### config.mk
export PLATFORM = sky130hd
export DESIGN_NAME = misr_compactor
export DESIGN_NICKNAME = d
export VERILOG_FILES = /design/src/rtl/misr_compactor.sv
export SDC_FILE = /design/constraint.sdc
export NUM_CORES = 1
export LEC_CHECK = 0
export CAP_MARGIN = 5
export CORE_ASPECT_RATIO = 1.75
export CORE_MARGIN = 1.5
export CORE_UTILIZATION = 45
export DETAILED_ROUTE_END_ITERATION = 12
export HOLD_SLACK_MARGIN = 0.03
export PLACE_DENSITY = 0.79
export SYNTH_ARGS = -nofsm -noshare
export SYNTH_HDL_FRONTEND = slang
export SYNTH_SLANG_ARGS = --single-unit
export TNS_END_PERCENT = 10
### constraint.sdc
create_clock -name clk -period 4.8 [get_ports clk]
set_input_delay 1.44 -clock clk [delete_from_list [all_inputs] [get_ports clk]]
set_output_delay 1.44 -clock clk [all_outputs]
set_load 0.01 [all_outputs]
### src/rtl/misr_compactor.sv
// Multiple-input signature register for BIST response compaction with pattern counting and golden compare.
// Optional build macro MISR_XMASK_EN adds an x_mask input that clears unknown bits of the folded word.
module misr_compactor #(
  parameter int WIDTH = 10,
  parameter int DIN_W = 18,
  parameter int CNT_W = 16
) (
  input  logic             clk,
  input  logic             rst,
  input  logic             start,
  input  logic [WIDTH-1:0] poly,
  input  logic [WIDTH-1:0] seed,
  input  logic [CNT_W-1:0] n_patterns,
  input  logic             d_valid,
  input  logic [DIN_W-1:0] d_in,
`ifdef MISR_XMASK_EN
  input  logic [WIDTH-1:0] x_mask,
`endif
  input  logic [WIDTH-1:0] expected,
  output logic [WIDTH-1:0] sig,
  output logic             busy,
  output logic             done,
  output logic             pass
);

  localparam int NSLICE = (DIN_W + WIDTH - 1) / WIDTH;
  localparam int PAD_W  = NSLICE * WIDTH;
  localparam logic [CNT_W-1:0] CNT_ONE = CNT_W'(1'b1);

  typedef enum logic [1:0] {
    ST_IDLE = 2'd0,
    ST_RUN  = 2'd1,
    ST_DONE = 2'd2
  } state_t;

  state_t           state_r;
  logic [WIDTH-1:0] sig_r;
  logic [CNT_W-1:0] count_r;
  logic             busy_r;
  logic             done_r;
  logic             pass_r;

  logic [WIDTH-1:0] fold_s;
  logic [WIDTH-1:0] fold_masked_s;
  logic [WIDTH-1:0] sig_next_s;

  // Zero-pad the response to a whole number of slices and XOR the slices together.
  function automatic logic [WIDTH-1:0] fold_word(input logic [DIN_W-1:0] d);
    logic [PAD_W-1:0] pad;
    logic [WIDTH-1:0] acc;
    pad = '0;
    pad[DIN_W-1:0] = d;
    acc = '0;
    for (int k = 0; k < NSLICE; k++) begin
      acc = acc ^ pad[k*WIDTH +: WIDTH];
    end
    return acc;
  endfunction

  // One MISR shift: right shift, feedback from bit 0 through the polynomial, inject folded data.
  function automatic logic [WIDTH-1:0] misr_step(input logic [WIDTH-1:0] s,
                                                 input logic [WIDTH-1:0] p,
                                                 input logic [WIDTH-1:0] f);
    logic [WIDTH-1:0] nxt;
    nxt = ({WIDTH{s[0]}} & p) ^ f ^ {1'b0, s[WIDTH-1:1]};
    return nxt;
  endfunction

  // Fold, optionally mask, and compute the candidate next signature.
  always_comb begin
    fold_s = fold_word(d_in);
`ifdef MISR_XMASK_EN
    fold_masked_s = fold_s & ~x_mask;
`else
    fold_masked_s = fold_s;
`endif
    sig_next_s = misr_step(sig_r, poly, fold_masked_s);
  end

  // Control FSM with registered signature, counter and status outputs.
  always_ff @(posedge clk) begin
    if (rst) begin
      state_r <= ST_IDLE;
      sig_r   <= '0;
      count_r <= '0;
      busy_r  <= 1'b0;
      done_r  <= 1'b0;
      pass_r  <= 1'b0;
    end else begin
      case (state_r)
        ST_IDLE, ST_DONE: begin
          if (start) begin
            sig_r   <= seed;
            count_r <= n_patterns;
            if (n_patterns == '0) begin
              // Empty run: compare the seed itself against the golden value.
              state_r <= ST_DONE;
              busy_r  <= 1'b0;
              done_r  <= 1'b1;
              pass_r  <= (seed == expected);
            end else begin
              state_r <= ST_RUN;
              busy_r  <= 1'b1;
              done_r  <= 1'b0;
              pass_r  <= 1'b0;
            end
          end else begin
            state_r <= state_r;
          end
        end
        ST_RUN: begin
          if (d_valid) begin
            sig_r   <= sig_next_s;
            count_r <= count_r - CNT_ONE;
            if (count_r == CNT_ONE) begin
              state_r <= ST_DONE;
              busy_r  <= 1'b0;
              done_r  <= 1'b1;
              pass_r  <= (sig_next_s == expected);
            end else begin
              state_r <= ST_RUN;
            end
          end else begin
            state_r <= ST_RUN;
          end
        end
        default: begin
          state_r <= ST_IDLE;
          busy_r  <= 1'b0;
          done_r  <= 1'b0;
          pass_r  <= 1'b0;
        end
      endcase
    end
  end

  assign sig  = sig_r;
  assign busy = busy_r;
  assign done = done_r;
  assign pass = pass_r;

endmodule

# Yosys cells after proc, flatten, opt, wreduce, memory -nomap -nowiden
# Cells that the tools add are included.
[word_totals] wordCells=51 output_inout_bits=13 ff_bits=31
[op_classes] n_reduce_logical=6 bitwise=4 n_mux=26 n_addsub=1 n_eq_ne=8
[ops] cell="two-way mux 16 bit" count=2
[ops] cell="one-hot mux 16 bit (2 select lines)" count=1
[ops] cell="== test 10 bit" count=2
[ops] cell="two-way mux 10 bit" count=2
[ops] cell="one-hot mux 10 bit (2 select lines)" count=1
[ops] cell="== test 16 x 1 -> 1 bit, second input constant" count=1
[ops] cell="zero test 16 bit" count=1
[ops] cell="subtractor 16 x 1 -> 16 bit, second input constant" count=1
[ops] cell="two-way mux 1 bit" count=12
[ops] cell="AND 10 bit" count=1
[ops] cell="bitwise XOR 10 bit" count=1
[ops] cell="bitwise XOR 10 x 8 -> 10 bit" count=1
[ops] cell="bitwise XOR 10 x 9 -> 10 bit" count=1
[ops] cell="two-way mux 2 bit" count=4
[ops] cell="!= test 2 bit, second input constant" count=3
[ops] cell="one-hot mux 1 bit (2 select lines)" count=3
[ops] cell="AND reduction 3 bit" count=2
[ops] cell="one-hot mux 2 bit (2 select lines)" count=1
[ops] cell="== test 2 x 1 -> 1 bit, second input constant" count=1
[ops] cell="== test 2 bit, second input constant" count=1
[ops] cell="zero test 2 bit" count=1
[ops] cell="nonzero test 2 bit" count=1
[ops] cell="OR reduction 2 bit" count=1

# Logic depth before layout (Yosys ltp)
[depth] word_depth=7 ltp_mapped=8

# Worst setup path before layout
# No wires, ideal clock.
[synth_path] kind="in2reg" from="in d_in[2]" to="reg pass_r, in the netlist pass" n_path_buf=0 setup_slack_ps=2109 required_time_ps=4742 stages=6 t_arrival_ps=2633 setup_time_ps=58 cell_sequence="xnor2_1 -> xnor3_1 -> and2_2 -> a2111oi_4 -> nand4b_1 -> nand2_1"
[synth_via] elab_chain_len=7
[synth_rtl] item="start, declared" line_no="15" text="input logic [DIN_W-1:0] d_in,"
[synth_rtl] item="bitwise XOR 10 x 8 -> 10 bit" line_no="55" text="acc = acc ^ pad[k*WIDTH +: WIDTH];"
[synth_rtl] item="bitwise XOR 10 bit" line_no="65" text="nxt = ({WIDTH{s[0]}} & p) ^ f ^ {1'b0, s[WIDTH-1:1]};"
[synth_rtl] item="bitwise XOR 10 x 9 -> 10 bit" line_no="65"
[synth_rtl] item="== test 10 bit" line_no="119" text="pass_r <= (sig_next_s == expected);"
[synth_rtl] item="two-way mux 1 bit" line_no="115" text="if (count_r == CNT_ONE) begin"
[synth_rtl] item="two-way mux 1 bit" line_no="112" text="if (d_valid) begin"
[synth_rtl] item="one-hot mux 1 bit (2 select lines)" line_no="90" text="case (state_r)"
[synth_rtl] item="end signal, assigned" line_no="100" text="pass_r <= (seed == expected);"
[synth_rtl] item="end signal, assigned" line_no="119"
[synth_rtl] item="end, declared" line_no="41" text="logic pass_r;"
# Every way passes these cells. The select of a mux whose other input is x is not followed.
# A chain may end at the register's enable or synchronous reset.

# Final worst setup path
[layout_path] from="in n_patterns[2]" to="reg pass_r, in the netlist pass"
[layout_via] elab_chain_len=4
[layout_rtl] item="start, declared" line_no="13" text="input logic [CNT_W-1:0] n_patterns,"
[layout_rtl] item="zero test 16 bit" line_no="95" text="if (n_patterns == '0) begin"
[layout_rtl] item="two-way mux 1 bit" line_no="95"
[layout_rtl] item="two-way mux 1 bit" line_no="92" text="if (start) begin"
[layout_rtl] item="one-hot mux 1 bit (2 select lines)" line_no="90"
# Every way passes these cells. The select of a mux whose other input is x is not followed.

==> impl_results.md <==
- Simple-gate share of the synthesized area: 0.252
- DRC: 5
- Total grt overflow: 0
- Synthesized area per cell: 7.98 sq um
- Iter 0 DRT Violations: around 110
- Register area share after synthesis: 0.258
- Largest net degree at the start of global routing: 38
- I/O Buffers: 80
- First-pass GRT wire length: 11,100 um
- Crit path largest cell delay: 0.49 ns
- Routed wire length: approximately 6900 um
- Outcome: complete, but fails checks
- Rel. slew slack: 0.291
- CTS Hold Buffers Added: 0
- Fmax achieved: 0.329 GHz
- Largest family of logic cells by synthesized area: simple AND/OR/NAND/NOR gates
- Final min period: 3.04 ns
- Ant diodes: 0
- Violated checks: design-rule violations
- Hold_sp: count_r[1]
- Vias in the first global route: 2,471
- Mapped Cells: roughly 300
- Xor and xnor area share after synthesis: 0.227
- Share of the synthesized area in the top cell type: 0.258
- Final setup fails: 0
- Detailed Place HPWL: around 5300 um
- Clock transition at path regs: 0.07 ns
- Clk root buf: clkbuf_8
- CP Capture Type: register
- # rows: 35
- Most frequent CP cell: nor4_1
- Max-slew violation count: 0
- H-Tree Level Count: 2
- Area leader, netlist: dfxtp_1
- Via count: 2,440
- Class of the worst hold path: reg -> reg
- Number of synthesized register bits: 31
- WL per Instance: about 16 um
- Setup bufs post-CTS: 0
- WP data required: 5.04 ns
- Syn Nets: between 300 and 400
- Syn. warnings: 0
- Layout cells sized above 1: 0.0642
- Core area: 0.00521 sq mm
- Worst skew pair latency: 0.29 ns
- Post-DRT Antenna Nets: 0
- Die area: between 0.005 and 0.006 sq mm
- GRT Total Usage: 0.246
- Worst Setup SP: n_patterns[2]
- Worst-Margin Slew: 1.06 ns
- Initial antenna violation count: 0
- Initial Util: 0.461
- Adder-cell share of the synthesized area: 0.0104
- Pre-antenna DRT Iters: 8
- Async set-reset flop share out of synthesis: 0
- Pwr/cell area: 288 mW/mm^2
- Crit path DAT: 3.28 ns
- Hold Slack: 0.505 ns
- CTS buffer count: 5
- Area of the mapped netlist: around 0.0024 sq mm
- Crit path kind: in -> reg
- Clock buffer depth: 2
- EDFF count, synth: 0
- Post-synthesis mux area share: 0.00417
- TritonCTS clock tree: built
- P_leak: 1.22 nW
- CP max-delay cell: nor4_1
- Fin Setup TNS: 0 ns
- Routability cong.: between 0.8 and 0.9
- Startpoint types: input pin
- Top FF cell, synth: dfxtp_1
- Die X: 58.2 um
- Worst path top cell family by delay: simple AND/OR/NAND/NOR gates
- Layout Skew: 0.0101 ns
- # resized after CTS: 0
- Synth Area in Compound Gates: 0.215
- Vias per inst: 5.69
- Period utilization: 0.633
- Final Hold Fails: 0
- Top area cells in the synthesized netlist: dfxtp_1, xnor2_1, nor2_1, xor2_1, a21oi_1
- Origin of the critical flop-to-flop path: state_r[0]
- Worst VDD drop: 0.155 mV
- Layout area overhead: 37.6%
- Num Clock Sinks: 31
- Crit path buffers/inverters: 1
- RSZ-0062 raised after global routing: false
- Netlist cell types: 54
- Layout Nets: 443
- Die Ht: between 90 and 100 um
- Cell Chain, Critical Path: clkdlybuf4s50_1, nor4_1, nand4_1, nor4_1, nand3_1, o32a_2, nand2_1
- Critical Path Fanout Max: 2
- Max cap viols: 0
- Boundary pin count: 81
final timing paths:
check          endpoint  slack [ns]  depth (start not counted)
max                pass        1.76                          7
min          count_r[1]        0.50                          2
max reg2reg        pass        2.70                          5
min reg2reg  count_r[1]        0.50                          2
power breakdown:
part | internal [mW] | leakage (nW) | total (mW) | switching [mW]
clock | 0.102 | 0.0422 | 0.206 | 0.105
combinational | 0.211 | 0.919 | 0.420 | 0.209
sequential | 0.287 | 0.256 | 0.325 | 0.0378
total | 0.600 | 1.22 | 0.951 | 0.352
cell type report:
type / count / area [sq um]
clock buffers: 7 / 76.3
flip-flops and latches: 31 / 621
fillers: 461 / 1910
repair buffers: 82 / 816
multi-input cells: 249 / 1700
inverters: 4 / 15.0
well taps: 55 / 68.8
clock inverters: 1 / 5.00
metal layers:
metal  track usage  wire length (um)  vias to the layer above
met2         0.472              3880                       89
met5             0                 0                        -
met3        0.0325               297                       19
li1              -                 -                     1216
met1         0.251              2510                     1116
met4         0.114               253                        0
metrics by stage:
stage | utilization | power, mW | cell area, sq um | setup WS, ns | instances
3_3_place_gp | 0.618 | 0.735 | 3220 | 1.50 | 421
6_report | 0.634 | 0.951 | 3300 | 1.76 | 429
3_5_place_dp | 0.618 | 0.749 | 3220 | 1.48 | 421
5_1_grt | 0.634 | 1.01 | 3300 | 1.56 | 429
4_1_cts | 0.634 | 0.953 | 3300 | 1.76 | 429
2_1_floorplan | - | 0.599 | 2400 | 2.11 | 301
cell families (layout without fill, tap and decap cells):
group	after synthesis	after routing
flops	31	31
xor+xnor	50	50
mux	1	1
buf+inv	21	94
compound gates	77	77
fa+ha+maj	2	2
simple gates	119	119
worst min-delay path: stages, from the launching register on:
cell and delay [ns]:
dfxtp_1 0.35, nand2_1 0.07, a21oi_1 0.05
sequential cells by signal, summed over array words and instances (netlist names):
register  cells
state_r       2
count_r      16
busy          1
pass          1
sig          10
done          1
cells in the final DEF, fill, tap and decap left out, types with 4 or more instances in the layout:
cell / Yosys / routed
o21ai_0: 11 / 11
o21ai_1: 4 / 4
dfxtp_1: 31 / 31
nor2_1: 47 / 47
inv_1: 4 / 4
nor4_1: 10 / 10
nor3_1: 10 / 10
a21oi_1: 26 / 26
a22oi_1: 4 / 4
xor2_1: 20 / 20
clkdlybuf4s50_1: 0 / 80
a211oi_1: 12 / 12
o22ai_1: 4 / 4
nand2_1: 27 / 27
xnor2_1: 23 / 23
clkbuf_8: 0 / 5
cells in the mapped netlist (3+ instances only):
cell type	n
xnor3_1	3
xnor2_1	23
o21ai_0	11
nor4_2	3
o21ai_1	4
o22ai_1	4
clkbuf_1	12
nor2_1	47
nand2b_1	3
a21oi_1	26
nor3_1	10
inv_1	4
xor2_1	20
a211oi_1	12
buf_1	3
dfxtp_1	31
nor4_1	10
nand2_1	27
a22oi_1	4
nor2b_1	3
(Power assumes the default switching activity.)
